===== src/rtl/mips_ctrl_pkg.sv =====
// Shared encodings for the multicycle MIPS control path: FSM states, opcodes
// and the datapath mux select codes.
package mips_ctrl_pkg;

   typedef enum logic [3:0] {
      FETCH  = 4'd0,
      DECODE = 4'd1,
      MEMADR = 4'd2,
      MEMRD  = 4'd3,
      MEMWB  = 4'd4,
      MEMWR  = 4'd5,
      RBEXEC = 4'd6,
      RWB    = 4'd7,
      BRANCH = 4'd8,
      ADDIEX = 4'd9,
      ADDIWB = 4'd10,
      JUMP   = 4'd11
   } stateT;

   localparam logic [5:0] OP_RTYPE = 6'b000000;
   localparam logic [5:0] OP_LW    = 6'b100011;
   localparam logic [5:0] OP_SW    = 6'b101011;
   localparam logic [5:0] OP_BEQ   = 6'b000100;
   localparam logic [5:0] OP_ADDI  = 6'b001000;
   localparam logic [5:0] OP_J     = 6'b000010;

   localparam logic [1:0] ALUOP_ADD   = 2'b00;
   localparam logic [1:0] ALUOP_SUB   = 2'b01;
   localparam logic [1:0] ALUOP_FUNCT = 2'b10;

   localparam logic [1:0] SRCB_B     = 2'b00;
   localparam logic [1:0] SRCB_FOUR  = 2'b01;
   localparam logic [1:0] SRCB_IMM   = 2'b10;
   localparam logic [1:0] SRCB_IMMSH = 2'b11;

   localparam logic [1:0] PCSRC_ALU    = 2'b00;
   localparam logic [1:0] PCSRC_ALUOUT = 2'b01;
   localparam logic [1:0] PCSRC_JUMP   = 2'b10;

   // States that hold a memory request open until mem_ready.
   function automatic logic isMemState(input stateT s);
      return (s == FETCH) || (s == MEMRD) || (s == MEMWR);
   endfunction

endpackage


===== src/rtl/mem_wait_timer.sv =====
// Counts cycles spent waiting on memory; flags expiry when the count reaches
// TIMEOUT_CYCLES while the wait is still pending.
module mem_wait_timer #(
   parameter int TIMEOUT_CYCLES = 255,
   parameter int CNT_W          = 8
) (
   input  logic clk,
   input  logic rst_n,
   input  logic waiting,
   input  logic clear,
   output logic expired
);

   logic [CNT_W-1:0] count;

   always_ff @(posedge clk or negedge rst_n) begin
      if (!rst_n) begin
         count <= '0;
      end else if (clear) begin
         count <= '0;
      end else if (waiting && (count != {CNT_W{1'b1}})) begin
         count <= count + 1'b1;
      end
   end

   // A ready response in the limit cycle keeps waiting low, so it wins.
   assign expired = waiting && (count == CNT_W'(TIMEOUT_CYCLES));

endmodule


===== src/rtl/multicycle_control.sv =====
// Multicycle MIPS control FSM: sequences fetch/decode/execute/memory/writeback
// and drives every datapath mux and enable from the current state.
module multicycle_control
   import mips_ctrl_pkg::*;
#(
   parameter int TIMEOUT_CYCLES = 255,
   parameter int CNT_W          = 8
) (
   input  logic       clk,
   input  logic       rst_n,
   input  logic [5:0] Opcode,
   input  logic       mem_ready,
   output logic       PCWrite,
   output logic       PCWriteCond,
   output logic       IorD,
   output logic       MemRead,
   output logic       MemWrite,
   output logic       IRWrite,
   output logic       MemtoReg,
   output logic       RegDst,
   output logic       RegWrite,
   output logic       ALUSrcA,
   output logic [1:0] ALUSrcB,
   output logic [1:0] ALUOp,
   output logic [1:0] PCSource,
   output logic [3:0] state_dbg,
   output logic       illegal_op,
   output logic       mem_timeout
);

   stateT state;
   stateT nextState;
   logic  badOpcode;
   logic  waiting;
   logic  expired;
   logic  clearWait;

   assign waiting   = isMemState(state) && !mem_ready;
   assign clearWait = (nextState != state) || expired;
   assign state_dbg = state;

   mem_wait_timer #(
      .TIMEOUT_CYCLES(TIMEOUT_CYCLES),
      .CNT_W         (CNT_W)
   ) waitTimer (
      .clk    (clk),
      .rst_n  (rst_n),
      .waiting(waiting),
      .clear  (clearWait),
      .expired(expired)
   );

   always_comb begin : nextStateLogic
      nextState = FETCH;
      badOpcode = 1'b0;
      case (state)
         FETCH:  nextState = mem_ready ? DECODE : FETCH;
         DECODE: begin
            case (Opcode)
               OP_LW, OP_SW: nextState = MEMADR;
               OP_RTYPE:     nextState = RBEXEC;
               OP_BEQ:       nextState = BRANCH;
               OP_ADDI:      nextState = ADDIEX;
               OP_J:         nextState = JUMP;
               default: begin
                  nextState = FETCH;
                  badOpcode = 1'b1;
               end
            endcase
         end
         MEMADR: nextState = (Opcode == OP_SW) ? MEMWR : MEMRD;
         MEMRD:  nextState = mem_ready ? MEMWB : MEMRD;
         MEMWR:  nextState = mem_ready ? FETCH : MEMWR;
         RBEXEC: nextState = RWB;
         ADDIEX: nextState = ADDIWB;
         default: nextState = FETCH;
      endcase
      // Abandoned accesses restart at FETCH without any write side effect.
      if (expired) nextState = FETCH;
   end

   always_ff @(posedge clk or negedge rst_n) begin
      if (!rst_n) begin
         state       <= FETCH;
         illegal_op  <= 1'b0;
         mem_timeout <= 1'b0;
      end else begin
         state <= nextState;
         if (badOpcode) illegal_op  <= 1'b1;
         if (expired)   mem_timeout <= 1'b1;
      end
   end

   always_comb begin : outputDecode
      PCWrite     = 1'b0;
      PCWriteCond = 1'b0;
      IorD        = 1'b0;
      MemRead     = 1'b0;
      MemWrite    = 1'b0;
      IRWrite     = 1'b0;
      MemtoReg    = 1'b0;
      RegDst      = 1'b0;
      RegWrite    = 1'b0;
      ALUSrcA     = 1'b0;
      ALUSrcB     = SRCB_B;
      ALUOp       = ALUOP_ADD;
      PCSource    = PCSRC_ALU;
      case (state)
         FETCH: begin
            MemRead = 1'b1;
            ALUSrcB = SRCB_FOUR;
            IRWrite = mem_ready;
            PCWrite = mem_ready;
         end
         DECODE: ALUSrcB = SRCB_IMMSH;
         MEMADR, ADDIEX: begin
            ALUSrcA = 1'b1;
            ALUSrcB = SRCB_IMM;
         end
         MEMRD: begin
            MemRead = 1'b1;
            IorD    = 1'b1;
         end
         MEMWB: begin
            RegWrite = 1'b1;
            MemtoReg = 1'b1;
         end
         MEMWR: begin
            MemWrite = 1'b1;
            IorD     = 1'b1;
         end
         RBEXEC: begin
            ALUSrcA = 1'b1;
            ALUOp   = ALUOP_FUNCT;
         end
         RWB: begin
            RegWrite = 1'b1;
            RegDst   = 1'b1;
         end
         ADDIWB: RegWrite = 1'b1;
         BRANCH: begin
            ALUSrcA     = 1'b1;
            ALUOp       = ALUOP_SUB;
            PCWriteCond = 1'b1;
            PCSource    = PCSRC_ALUOUT;
         end
         JUMP: begin
            PCWrite  = 1'b1;
            PCSource = PCSRC_JUMP;
         end
         default: ;
      endcase
      // Reset holds FETCH, so its requests and enables must be masked here.
      if (!rst_n) begin
         PCWrite     = 1'b0;
         PCWriteCond = 1'b0;
         IRWrite     = 1'b0;
         RegWrite    = 1'b0;
         MemWrite    = 1'b0;
         MemRead     = 1'b0;
      end
   end

endmodule

===== config.mk =====
export PLATFORM = sky130hd
export DESIGN_NAME = multicycle_control
export DESIGN_NICKNAME = d
export VERILOG_FILES = /design/src/rtl/mips_ctrl_pkg.sv /design/src/rtl/mem_wait_timer.sv /design/src/rtl/multicycle_control.sv
export SDC_FILE = /design/constraint.sdc
export NUM_CORES = 1
export LEC_CHECK = 0
export CAP_MARGIN = 20
export CORE_ASPECT_RATIO = 2
export CORE_MARGIN = 2
export CORE_UTILIZATION = 30
export CTS_BUF_LIST = sky130_fd_sc_hd__clkbuf_8 sky130_fd_sc_hd__clkbuf_16
export DETAILED_ROUTE_END_ITERATION = 8
export PLACE_DENSITY_LB_ADDON = 0.1
export REMOVE_ABC_BUFFERS = 1
export SLEW_MARGIN = 25
export SYNTH_ARGS = -nofsm -noshare
export SYNTH_HDL_FRONTEND = slang
export SYNTH_SLANG_ARGS = --single-unit
export TNS_END_PERCENT = 5

===== constraint.sdc =====
create_clock -name clk -period 4.2 [get_ports clk]
set_input_delay 1.05 -clock clk [delete_from_list [all_inputs] [get_ports clk]]
set_output_delay 1.05 -clock clk [all_outputs]
set_load 0.02 [all_outputs]

---- Word-level counts from Yosys, hierarchy flattened ----
Cells that the tools add are included.
operators by class
  muxes and demuxes ....................... 30
  $add $sub $neg .......................... 1
  eq/ne operators ......................... 19
  reductions and logical operators ........ 17
operator list
  operator                                             number
  one-hot mux 4 bit (7 select lines)                   1
  one-hot mux 4 bit (5 select lines)                   1
  2-to-1 mux 1 bit                                     18
  equality test 4 x 3 -> 1 bit, second input constant  4
  equality test 4 bit, second input constant           4
  2-to-1 mux 8 bit                                     2
  equality test 6 bit, second input constant           2
  2-to-1 mux 3 bit                                     3
  adder 8 x 1 -> 8 bit, second input constant          1
  equality test 4 x 2 -> 1 bit, second input constant  2
  equality test 8 bit, second input constant           1
  inequality test 8 bit, second input constant         1
  one-hot mux 2 bit (2 select lines)                   2
  OR reduction 2 bit                                   4
  equality test 6 x 2 -> 1 bit, second input constant  1
  equality test 6 x 3 -> 1 bit, second input constant  1
  equality test 6 x 4 -> 1 bit, second input constant  1
  logical NOT 6 bit                                    1
  one-hot mux 2 bit (3 select lines)                   1
  OR reduction 6 bit                                   1
  equality test 4 x 1 -> 1 bit, second input constant  1
  logical NOT 4 bit                                    1
  2-to-1 mux 4 bit                                     1
  inequality test 4 bit                                1
  7 further kinds                                      11
word-level totals
  logic and storage cells ................. 71
  bits in registers ....................... 14

---- Longest topological paths before layout ----
  depth in word-level cells ............... 9
  mapped depth ............................ 7
  depth with buffers taken out ............ 6

---- By module ----
A second synthesis with hierarchy kept.
unflattened totals
  cell total of the unflattened synthesis .. 148
  area total of the unflattened synthesis .. 1244.9 sq um
by module, submodules not included
  module              cells each  seq. area each (sq um)  area each (sq um)  times used
  multicycle_control  101         150.1                   737.0              1
  mem_wait_timer      47          200.2                   508.0              1

---- Worst setup path after synthesis ----
No wires, ideal clock.
  path kind ............................... input to output
  start point ............................. in mem_ready
  end point ............................... out PCWrite
  slack ................................... 885 ps
  arrival ................................. 2265 ps
  cell stages on the path ................. 4
  path through ............................ buf_2 -> nand2_1 -> nor4_1 -> o21bai_1
on the way
  cells in the longest elaborated chain, start to end .. 2
RTL lines
  what                                line                       RTL
  start: declaration                  multicycle_control.sv:12   input logic mem_ready,
  one-hot mux 1 bit (2 select lines)  multicycle_control.sv:108  case (state)
  2-to-1 mux 1 bit                    multicycle_control.sv:154  if (!rst_n) begin
  end: declaration                    multicycle_control.sv:13   output logic PCWrite,
Every way passes these cells.

---- Final worst setup path ----
  start point ............................. in rst_n
  end point ............................... out PCWrite
on the way
  cells in the longest elaborated chain, start to end .. 1
RTL lines
  what                line                       RTL
  start: declaration  multicycle_control.sv:10   input logic rst_n,
  2-to-1 mux 1 bit    multicycle_control.sv:154
Every way passes these cells.

==> impl_metrics.ini <==
[run_status]
outcome = completed

[worst_setup_path]
crit_top_cell = clkdlybuf4s50_1
worstPathRequired_ns = 3.15
critPathArrivalTime_ns = 2.80
critPathCaptureType = output pin
cp_num_buf_inv = 3
slowest_delay_ns = 0.62
crit_chain = clkdlybuf4s50_1, inv_1, nor4_1, o21bai_1, clkdlybuf4s50_1
cp_slowest_cell = clkdlybuf4s50_1
path_class = primary input to output pin
critical_path.max_fanout = 4
crit_path_start_kind = primary input
path_delay_family = buffers and inverters

[cts]
cts_max_path_buffers = 2
hold_buffers = 0
cts_tree = built
htree_levels = 1
clock_latency_ns = 0.24
postCtsSetupBuffers = 0
cts-root-buf = clkbuf_8
cts_buffers = 3
clkTransAtPathRegs_ns = 0.05
ctsResizeCount = 0
cts_sinks = 14

[synth]
synth_xor_xnor_area_share_pct = 8.559
synthMuxAreaShare_pct = 2.815
synth_compound_area_share_pct = 15.77
seq_area_frac_synth_pct = 31.53
syn-cell-area_um2 = 1111
synthFlopType = dfrtp_1
synth-simple-area-share_pct = 34.12
synthAdderAreaFrac_pct = 1.126
ys_ff_latch = 14
synth.distinct_cells = 41
ys_warn_count = 0
synth_edf_count = 0
synth_top_family_by_area = simple AND/OR/NAND/NOR gates
syn_inst = 135
synthArstFlopShare_pct = 100.0
syn_area_per_cell_um2 = 8.230

[place]
pre_cts_ws_ns = 0.3420
place_congestion = 0.8196
place_hpwl_um = 2267
post_dp_cell_area_um2 = 1439
port_buffers = 30

[route]
via_per_inst = 5.276
drtIter0Drc = 22
ant_nets = 0
drcViolationCount = 0
dr_total_vias = 1108
drt_wl_total_um = 2926
avgRoutedWirePerCell_um = 13.93
first_pass_iters = 4

[global_route]
grt_max_degree = 24
grt_pass1_wl_um = 4940
grt.total_usage_pct = 15.36
grt_pass1_vias = 1126
grt_antenna_before_repair = 0
grt_overflow_total = 0

[sta]
hold_violations = 0
period_share_pct = 91.57
min_period_ns = 3.846
worst_slew_pin_slew_ns = 0.7256
setup_violations = 0
rsz0062_at_grt = no
fin_tns_setup_ns = 0
fin_worst_skew_ns = 0.002196
fin_ws_ns = 0.3541
slew_violations = 0
timing.fmax_mhz = 260.0
relSlewSlack_pct = 51.63

[finish]
layout-drive-gt1-share_pct = 8.075
syn2layout_area_growth_pct = 33.22
regArea_um2 = 350.3
diodes = 0
nets = 173
final_area_um2 = 1480
finalCoreUtilization_pct = 41.48
multiInputGateArea_um2 = 693.2
fillers = 380

[pwr]
finalPower_w = 0.0007007
leakagePower_nw = 0.5816
vdd_ir_drop_max_v = 0.0002324
power_density_nw_per_um2 = 473.4

[floorplan]
start_util_pct = 31.14
fp-row-count = 31
pin_count = 31
core_um2 = 3568
die_y_um = 90.07
die_w_um = 47.03
dieArea_um2 = 4236

[job]
drv_cap = 0

[min_path]
min_path_type = register to register
==> flip-flops by register name, summed over array words and instances (netlist names) <==
register / flops
waitTimer.count: 8
state_dbg: 4
illegal_op: 1
mem_timeout: 1
==> synthesized netlist by cell type, drive strengths merged, types with 5 or more instances <==
library cell	n	area [µm²]
nor2	16	60.06
dfrtp	14	350.3
nand2	13	48.80
nor3	12	60.06
nor4	8	50.05
o21ai	8	40.03
buf	6	41.28
xor2	6	52.55
nand2b	5	31.28
nand3	5	25.02
==> final cells by class <==
| cell class | count | area share [%] |
|---|---|---|
| tap | 49 | 4.142 |
| inverter | 3 | 0.7608 |
| multi-input combinational | 108 | 46.83 |
| sequential | 14 | 23.67 |
| timing repair buffer | 33 | 21.81 |
| clock buffer | 3 | 2.790 |
==> report_power, final <==
| part | switching, W | internal, W | leakage, nW |
|---|---|---|---|
| Clock | 0.0000448 | 0.0000634 | 0.0216 |
| Sequential | 0.0000499 | 0.000154 | 0.186 |
| Combinational | 0.000217 | 0.000172 | 0.374 |
| Total | 0.000311 | 0.000389 | 0.582 |
==> layer usage <==
layer / share of wire [%] / global-route usage [%] / vias to the layer above / routed length (µm)
li1: - / - / 541 / -
met2: 55 / 25.11 / 30 / 1610
met1: 39 / 18.88 / 530 / 1144
met4: 2.9 / 7.870 / 0 / 85
met5: 0 / 0 / - / 0
met3: 2.9 / 1.004 / 7 / 86
==> layout by cell type (no fill, tap or decap), types with 2 or more instances in the layout <==
master           netlist  routed
clkdlybuf4s50_1        0      30
mux2i_1                2       2
o21bai_1               2       2
xnor2_1                3       3
inv_1                  2       2
buf_4                  2       3
dfrtp_1               14      14
nand2_1               13      13
o21ai_0                7       7
nand3_1                5       5
nand4_1                2       2
clkbuf_8               0       3
o211a_1                2       2
nor4_1                 8       8
a31oi_1                2       2
a21oi_1                4       4
xor2_1                 6       6
nor2_1                16      16
nor3_1                12      12
nand2b_1               5       5
==> per-stage QoR <==
stage	instances	hold slack [ns]
2_1_floorplan	125	0.4436
3_3_place_gp	207	0.4532
3_5_place_dp	207	0.4567
4_1_cts	210	0.4687
5_1_grt	210	0.5023
6_report	210	0.4638
==> final timing paths <==
check	startpoint	end	slack, ns	cells past startpoint
worst max-delay path	rst_n	PCWrite	0.35	5
worst min-delay path	mem_timeout$_DFFE_PN0P_	mem_timeout$_DFFE_PN0P_	0.46	1
worst max register to register	state_dbg[0]$_DFF_PN0_	waitTimer.count[7]$_DFFE_PN0P_	2.05	5
worst min register to register	mem_timeout$_DFFE_PN0P_	mem_timeout$_DFFE_PN0P_	0.46	1
max in group asynchronous	rst_n	illegal_op$_DFFE_PN0P_	2.82	2
min in group asynchronous	rst_n	state_dbg[3]$_DFF_PN0_	0.99	1
==> cells by family (layout without fill, tap and decap cells) <==
logic type	count (synthesis)	after routing
AO/OA/AOI/OAI	24	24
XOR/XNOR	10	10
adder cells (fa/ha/maj)	1	1
buffers and inverters	13	39
flip-flops	14	14
multiplexers	3	3
AND/OR/NAND/NOR	70	70
Power figures use the tool's default switching activity.
